File: config.mk
export PLATFORM = sky130hd
export DESIGN_NAME = if_id_buf
export DESIGN_NICKNAME = d
export VERILOG_FILES = /design/src/rtl/if_id_buf_pkg.sv /design/src/rtl/if_id_buf.sv
export SDC_FILE = /design/constraint.sdc
export NUM_CORES = 1
export LEC_CHECK = 0
export BUFFER_PORTS_ARGS = -buffer_cell sky130_fd_sc_hd__buf_4
export CAP_MARGIN = 20
export CORE_AREA = 2 2 127 129
export CTS_BUF_LIST = sky130_fd_sc_hd__clkbuf_8
export CTS_CLUSTER_SIZE = 8
export DETAILED_ROUTE_END_ITERATION = 7
export DIE_AREA = 0 0 129 131
export HOLD_SLACK_MARGIN = 0.15
export PLACE_DENSITY = 0.77
export SLEW_MARGIN = 30
export SYNTH_ARGS = -nofsm -noshare
export SYNTH_HDL_FRONTEND = slang
export SYNTH_SLANG_ARGS = --single-unit
File: constraint.sdc
create_clock -name clock -period 7.8 [get_ports clock]
set_input_delay 1.17 -clock clock [delete_from_list [all_inputs] [get_ports clock]]
set_output_delay 1.17 -clock clock [all_outputs]
set_load 0.02 [all_outputs]
File: src/rtl/if_id_buf_pkg.sv
`default_nettype none
// ============================================================================
// Module      : if_id_buf_pkg
// Description : Shared core constants and the fetch-entry record used by the
//               IF/ID decoupling buffer.
// Revision    : 1.0 - initial release
// ============================================================================
package if_id_buf_pkg;

    localparam int XLEN = 64;
    localparam int ILEN = 32;

    // Canonical NOP: addi x0, x0, 0
    localparam logic [ILEN-1:0] NOP_ENC = 32'h00000013;

    typedef struct packed {
        logic [XLEN-1:0] pc;
        logic [ILEN-1:0] inst;
    } fetch_entry_t;

endpackage : if_id_buf_pkg
`default_nettype wire

File: src/rtl/if_id_buf.sv
`default_nettype none
// ============================================================================
// Module      : if_id_buf
// Description : Circular FIFO between instruction fetch and decode. Handshake
//               outputs are decoded from the registered count only, so there
//               is no combinational path across the buffer in either
//               direction. Flush discards every buffered entry.
// Revision    : 1.0 - initial release
// ============================================================================
module if_id_buf
    import if_id_buf_pkg::*;
#(
    parameter int              DEPTH    = 2,
    parameter logic [ILEN-1:0] NOP_INST = NOP_ENC
) (
    input  logic                       clock,
    input  logic                       reset,
    input  logic                       if_valid,
    input  logic [XLEN-1:0]            if_pc,
    input  logic [ILEN-1:0]            if_inst,
    output logic                       if_ready,
    input  logic                       flush,
    output logic                       id_valid,
    output logic [XLEN-1:0]            id_pc,
    output logic [ILEN-1:0]            id_inst,
    input  logic                       id_ready,
    output logic [$clog2(DEPTH+1)-1:0] occupancy
);

    localparam int                 PTR_W  = $clog2(DEPTH);
    localparam int                 CNT_W  = $clog2(DEPTH+1);
    localparam logic [CNT_W-1:0]   C_FULL = CNT_W'(DEPTH);
    localparam logic [PTR_W-1:0]   C_LAST = PTR_W'(DEPTH - 1);

    fetch_entry_t        r_mem [DEPTH];
    logic [PTR_W-1:0]    r_rd_ptr;
    logic [PTR_W-1:0]    r_wr_ptr;
    logic [CNT_W-1:0]    r_count;

    logic                w_enq;
    logic                w_deq;
    fetch_entry_t        w_head;

    // Explicit wrap so non-power-of-two depths never index past the last slot
    function automatic logic [PTR_W-1:0] next_ptr(input logic [PTR_W-1:0] p);
        return (p == C_LAST) ? '0 : p + 1'b1;
    endfunction

    assign if_ready  = (r_count < C_FULL);
    assign id_valid  = (r_count != '0);
    assign occupancy = r_count;

    assign w_enq  = if_valid && if_ready && !flush;
    assign w_deq  = id_valid && id_ready && !flush;
    assign w_head = r_mem[r_rd_ptr];

    assign id_pc   = id_valid ? w_head.pc   : '0;
    assign id_inst = id_valid ? w_head.inst : NOP_INST;

    // Pointer and count bookkeeping; flush overrides any same-cycle transfer
    always_ff @(posedge clock or posedge reset) begin
        if (reset) begin
            r_rd_ptr <= '0;
            r_wr_ptr <= '0;
            r_count  <= '0;
        end else if (flush) begin
            r_rd_ptr <= '0;
            r_wr_ptr <= '0;
            r_count  <= '0;
        end else begin
            if (w_enq) begin
                r_wr_ptr <= next_ptr(r_wr_ptr);
            end
            if (w_deq) begin
                r_rd_ptr <= next_ptr(r_rd_ptr);
            end
            // Enqueue is gated by !full and dequeue by !empty, so the count
            // can neither overflow nor underflow here.
            unique case ({w_enq, w_deq})
                2'b10:   r_count <= r_count + 1'b1;
                2'b01:   r_count <= r_count - 1'b1;
                default: r_count <= r_count;
            endcase
        end
    end

    // Entry storage; contents are don't-care until the count covers them
    always_ff @(posedge clock) begin
        if (w_enq) begin
            r_mem[r_wr_ptr] <= '{pc: if_pc, inst: if_inst};
        end
    end

endmodule : if_id_buf
`default_nettype wire

Yosys cells after proc, flatten, opt, wreduce, memory -nomap -nowiden. Memory sizes are Yosys's and may differ from the RTL's. Index checks and enable logic that the tools add are counted.

Add/subtract/negate cells: 4. Magnitude comparators: 1. Eq/ne operators: 2. Mux-type cells: 12. Reduce and logical (&&, ||, !) cells: 9.

Operator list (number): 64-bit 2-to-1 mux (1); 32-bit 2-to-1 mux (1); 1-bit 2-to-1 mux (8); 2-bit nonzero test (3); 1-bit logical AND (4); 2-bit case mux with 2 select lines (1); 3-bit nonzero test (1); 1-bit adder, second input constant (2); 2-bit by 1-bit adder with 2-bit output, second input constant (1); 2-bit by 1-bit == test with 1-bit output, second input constant (1); 2-bit == test, second input constant (1); 2-bit less-than comparator, second input constant (1); 2-bit 2-to-1 mux (1); 2-bit by 1-bit subtractor with 2-bit output, second input constant (1); 1-bit logical NOT (1).

Register bits after elaboration: 4. Memory bits (writable): 192. Bits of input ports: 101. Output and inout bits: 100. Logic and storage cells: 32. Memories kept: 1.

Memories: r_mem (words 2, bits a word 96, read ports 1, clocked after memory_dff 0, write ports 1, line if_id_buf.sv:35) `fetch_entry_t r_mem [DEPTH];`.

Logic depth before layout (Yosys ltp).
Depth after elaboration: 6. Mapped depth: 5. Mapped depth without buffers: 3.

Worst setup path after synthesis. OpenSTA, ideal clock, no wires.

Kind: in2reg. From: input port if_valid. To: memory r_mem[1][0] (netlist bit) (enable). Setup time: 0.690 ns. Arrival: 8.256 ns. Data required time: 7.110 ns. Setup slack: -1.146 ns. Cell stages on the path: 2. Path buffers: 0. Cells stage by stage: nand2b_2 -> nor3b_1.

Word-level cells in the longest chain between the ends: 4.

Ends and longest elaborated chain: start: declaration (line if_id_buf.sv:18) `input logic if_valid,`; 1-bit logical AND (2 in a row) (line if_id_buf.sv:53) `assign w_enq = if_valid && if_ready && !flush;`; 1-bit 2-to-1 mux (line if_id_buf.sv:89) `if (w_enq) begin`; 1-bit 2-to-1 mux (implied by the code) (line if_id_buf.sv:90) `r_mem[r_wr_ptr] <= '{pc: if_pc, inst: if_inst};`; end: declaration (line if_id_buf.sv:35).

Every way passes these cells.

Worst setup path after layout.
From: register r_rd_ptr. To: output port id_pc[4].

Word-level cells in the longest chain between the ends: 2.

Ends and longest elaborated chain: start: declaration (line if_id_buf.sv:36) `logic [PTR_W-1:0] r_rd_ptr;`; start signal: assignment (line if_id_buf.sv:75) `r_rd_ptr <= next_ptr(r_rd_ptr);`; memory read 2 x 96 bit; 64-bit 2-to-1 mux (line if_id_buf.sv:57) `assign id_pc = id_valid ? w_head.pc : '0;`; end: declaration (line if_id_buf.sv:24) `output logic [XLEN-1:0] id_pc,`.

Every way passes these cells.

==> tab_implementation.tex <==
\begin{tabular}{lr}
\hline
Metric & Value \\
\hline
\multicolumn{2}{l}{\textbf{Run status}} \\
Outcome & complete, no violations \\
\multicolumn{2}{l}{\textbf{Global routing}} \\
Number of antenna violations at the first check in global routing & 0 \\
Maximum number of pins on one net before global-route repair & 73 \\
Overall fraction of global-route tracks in use & 17.0\% \\
Overall overflow remaining after global route & 0 \\
Global-route wire length before repair & about 21,000 µm \\
Number of global-route vias before repair & 4,244 \\
\multicolumn{2}{l}{\textbf{Route}} \\
Count of TritonRoute iterations in the first routing pass & 5 \\
Via Count & 4,218 \\
Remaining antenna violation count & 0 \\
Via-to-Cell Ratio & between 4 and 5 \\
DRC violation count after routing & 0 \\
Detailed Route Iter0 Violations & $\sim$340 \\
DR WL/cell & about 17 µm \\
Routed wire length & $\sim$14,000 µm \\
\multicolumn{2}{l}{\textbf{STA}} \\
Tightest slew margin relative to the limit & 35.0\% \\
Fmax achieved & between 200 and 250 MHz \\
Setup repair after global routing missed its margin & no \\
Final period demand of the worst path & between 4 and 5 ns \\
Pin slew with the least headroom to its limit & roughly 0.98 ns \\
Sum of negative setup slack & 0 ns \\
Clock tree skew after final layout & $\sim$0.014 ns \\
Setup violation total in the final timing report & 0 \\
Period utilisation layout & 51.9\% \\
Max Slew Vio Count & 0 \\
Final Hold Violating Endpoints & 0 \\
\multicolumn{2}{l}{\textbf{Logic synthesis}} \\
Post-Syn Instances & 430 \\
Number of flops mapped to enable cells by yosys & 192 \\
Mapped cell area & between 7000 and 8000 µm² \\
Synth top cells by count & sky130\_fd\_sc\_hd\_\_edfxtp\_1 (192), sky130\_fd\_sc\_hd\_\_mux2i\_1 (97), sky130\_fd\_sc\_hd\_\_nor2\_1 (95), sky130\_fd\_sc\_hd\_\_buf\_4 (10) \\
Mean post-synth cell area & 17.4 µm² \\
Number of warnings printed during yosys synthesis & 0 \\
Library cell with the highest instance count after synthesis & sky130\_fd\_sc\_hd\_\_edfxtp\_1 \\
Top cell type's share of synthesized area & 76.9\% \\
Number of nets produced by synthesis & approximately 530 \\
Top\_reg\_cell synth & sky130\_fd\_sc\_hd\_\_edfxtp\_1 \\
Async set or reset register ratio after synthesis & 2.04\% \\
Portion of the post-synthesis area used by sequential elements & 78.2\% \\
Cell type with the largest total area after synthesis & sky130\_fd\_sc\_hd\_\_edfxtp\_1 \\
Register bit count reported by yosys & slightly below 200 \\
Library cells used by synthesis & 22 \\
Biggest area contributors in the synthesized netlist & sky130\_fd\_sc\_hd\_\_edfxtp\_1 (77\%), sky130\_fd\_sc\_hd\_\_mux2i\_1 (13\%), sky130\_fd\_sc\_hd\_\_nor2\_1 (4.8\%) \\
\multicolumn{2}{l}{\textbf{CTS}} \\
CTS Sinks & 196 \\
Root Buffer Master & sky130\_fd\_sc\_hd\_\_clkbuf\_8 \\
Deepest clock path buffer count & 2 \\
Skew-Pair Late Insertion Delay & around 0.45 ns \\
CTS Buf Count & 17 \\
Number of buffers inserted to repair setup after CTS & 0 \\
\# resized after CTS & 0 \\
TritonCTS clock tree & built \\
Register clock-pin slew on the reported worst setup and hold paths & 0.09 ns \\
Cts-stage hold buffer count & 0 \\
H-Tree Depth & 4 \\
\multicolumn{2}{l}{\textbf{Critical path}} \\
Largest stage delay on the critical path & 0.92 ns \\
Kind of critical path & register to output port \\
Critical register-to-register path startpoint & r\_rd\_ptr \\
Count of cell instances traversed by the critical path & 4 \\
Standard cell with the maximum stage delay on the critical path & sky130\_fd\_sc\_hd\_\_dfrtp\_4 \\
Critical path endpoint category & output port \\
Terminus of the critical flop-to-flop path & r\_rd\_ptr \\
Worst R2R Setup Slack & between 5 and 6 ns \\
Cell with the most instances on the worst path & sky130\_fd\_sc\_hd\_\_buf\_4 \\
Data required time of the critical path & 6.63 ns \\
Worst reg2reg path depth & 3 \\
Largest driver fanout on the critical path & 56 \\
Largest delay share family, worst path & buffers and inverters \\
Combined buffer and inverter count along the critical path & 2 \\
Cell-by-cell listing of the critical path & buf\_4 > mux2i\_1 > nor2\_1 > buf\_4 \\
CP Data Arrival Time & 2.88 ns \\
Startpoint types & register \\
\multicolumn{2}{l}{\textbf{Power}} \\
Areal power density over the cells & between 200 and 250 nW/µm² \\
Leak Pwr & 3.54 nW \\
Worst-case vdd ir drop & 0.126 mV \\
\multicolumn{2}{l}{\textbf{Placed design}} \\
Detailed Place HPWL & $\sim$9400 µm \\
Routability congestion estimate from global placement & between 0.7 and 0.8 \\
Number of buffers inserted by port buffering & 200 \\
\multicolumn{2}{l}{\textbf{Layout}} \\
Number of fillers in the final layout & 1,171 \\
Post-Route Utilization & approximately 61\% \\
Ratio of cells with drive above 1 in the final layout & 37.2\% \\
Final Net Count & around 740 \\
Layout area overhead & 27.6\% \\
\multicolumn{2}{l}{\textbf{Floorplanning}} \\
Die H & 131 µm \\
Number of top-level pins & 201 \\
Die Width & 129 µm \\
Initial cell density of the core & 48.1\% \\
Row count & 46 \\
Total Die Area & 16,900 µm² \\
Area of the core region & 15,600 µm² \\
\multicolumn{2}{l}{\textbf{Min path}} \\
Hold Crit Class & input port to async pin \\
\multicolumn{2}{l}{\textbf{Flow run}} \\
Max-cap violations & 0 \\
\hline
\end{tabular}
state kept, by name, indices dropped and copies added (netlist names):
| name | cells |
|---|---|
| r_mem | 192 |
| r_wr_ptr | 1 |
| occupancy | 2 |
| r_rd_ptr | 1 |
placed cells by master, fill, tap and decap left out, types with 2 or more instances in the layout:
master                       count
sky130_fd_sc_hd__nand2_1         4
sky130_fd_sc_hd__inv_6           2
sky130_fd_sc_hd__inv_1           5
sky130_fd_sc_hd__clkinv_2        3
sky130_fd_sc_hd__nor2_1         95
sky130_fd_sc_hd__mux2i_1        97
sky130_fd_sc_hd__edfxtp_1      192
sky130_fd_sc_hd__o21ai_0         2
sky130_fd_sc_hd__a21oi_1         2
sky130_fd_sc_hd__xor2_1          2
sky130_fd_sc_hd__clkinvlp_4      4
sky130_fd_sc_hd__dfrtp_1         3
sky130_fd_sc_hd__clkbuf_8       17
sky130_fd_sc_hd__buf_4         207
sky130_fd_sc_hd__bufinv_16       3
sky130_fd_sc_hd__nor2b_1         2
worst max path at each step:
| stage | startpoint | slack, ns | end |
|---|---|---|---|
| 2_1_floorplan | if_valid | 2.28 | r_mem[1][0] |
| 3_3_place_gp | r_rd_ptr | 4.25 | id_inst[14] |
| 3_5_place_dp | r_rd_ptr | 4.22 | id_inst[14] |
| 4_1_cts | r_rd_ptr | 3.71 | id_inst[14] |
| 5_1_grt | r_rd_ptr | 3.60 | id_pc[6] |
| 6_report | r_rd_ptr | 3.75 | id_pc[4] |
report_power, final:
part | total [mW] | switching (mW) | internal [mW] | leakage (nW)
clock | 0.652 | 0.338 | 0.314 | 0.198
combinational | 0.307 | 0.172 | 0.135 | 1.53
sequential | 1.23 | 0.0220 | 1.20 | 1.81
total | 2.19 | 0.532 | 1.65 | 3.54
layer usage:
layer	vias to the layer above	global-route usage (%)	part of all wire (%)	wire, µm
met1	2065	20.5	40	5830
li1	1991	-	-	-
met4	0	6.52	1.3	182
met5	-	0	0	0
met3	13	5.62	7.1	1030
met2	149	28.8	51	7430
layout make-up:
type / count / area [µm²] / share of cell area (%)
inverters: 3 / 11.3 / 0.118
diodes: 1 / 2.50 / 0.0262
multi-input cells: 210 / 1460 / 15.3
flip-flops and latches: 196 / 5870 / 61.4
repair buffers: 207 / 1550 / 16.2
well taps: 216 / 270 / 2.83
clock inverters: 15 / 164 / 1.71
clock buffers: 17 / 234 / 2.45
kinds of logic after synthesis:
| family | share of synthesized area (%) |
|---|---|
| compound gates | 0.367 |
| xor+xnor | 0.234 |
| buf+inv | 2.65 |
| flops | 78.2 |
| mux | 12.9 |
| simple gates | 5.57 |
metrics by stage:
stage          hold slack [ns]  instance area, µm²  std cells  setup slack, ns  total power, mW
2_1_floorplan            0.535                7510        430             2.28             1.43
3_3_place_gp             0.598                9170        832             4.25             1.55
3_5_place_dp             0.642                9170        832             4.22             1.56
4_1_cts                  0.565                9560        864             3.71             2.21
5_1_grt                  0.589                9560        864             3.60             2.27
6_report                 0.608                9570        865             3.75             2.19
(Power assumes the default switching activity.)
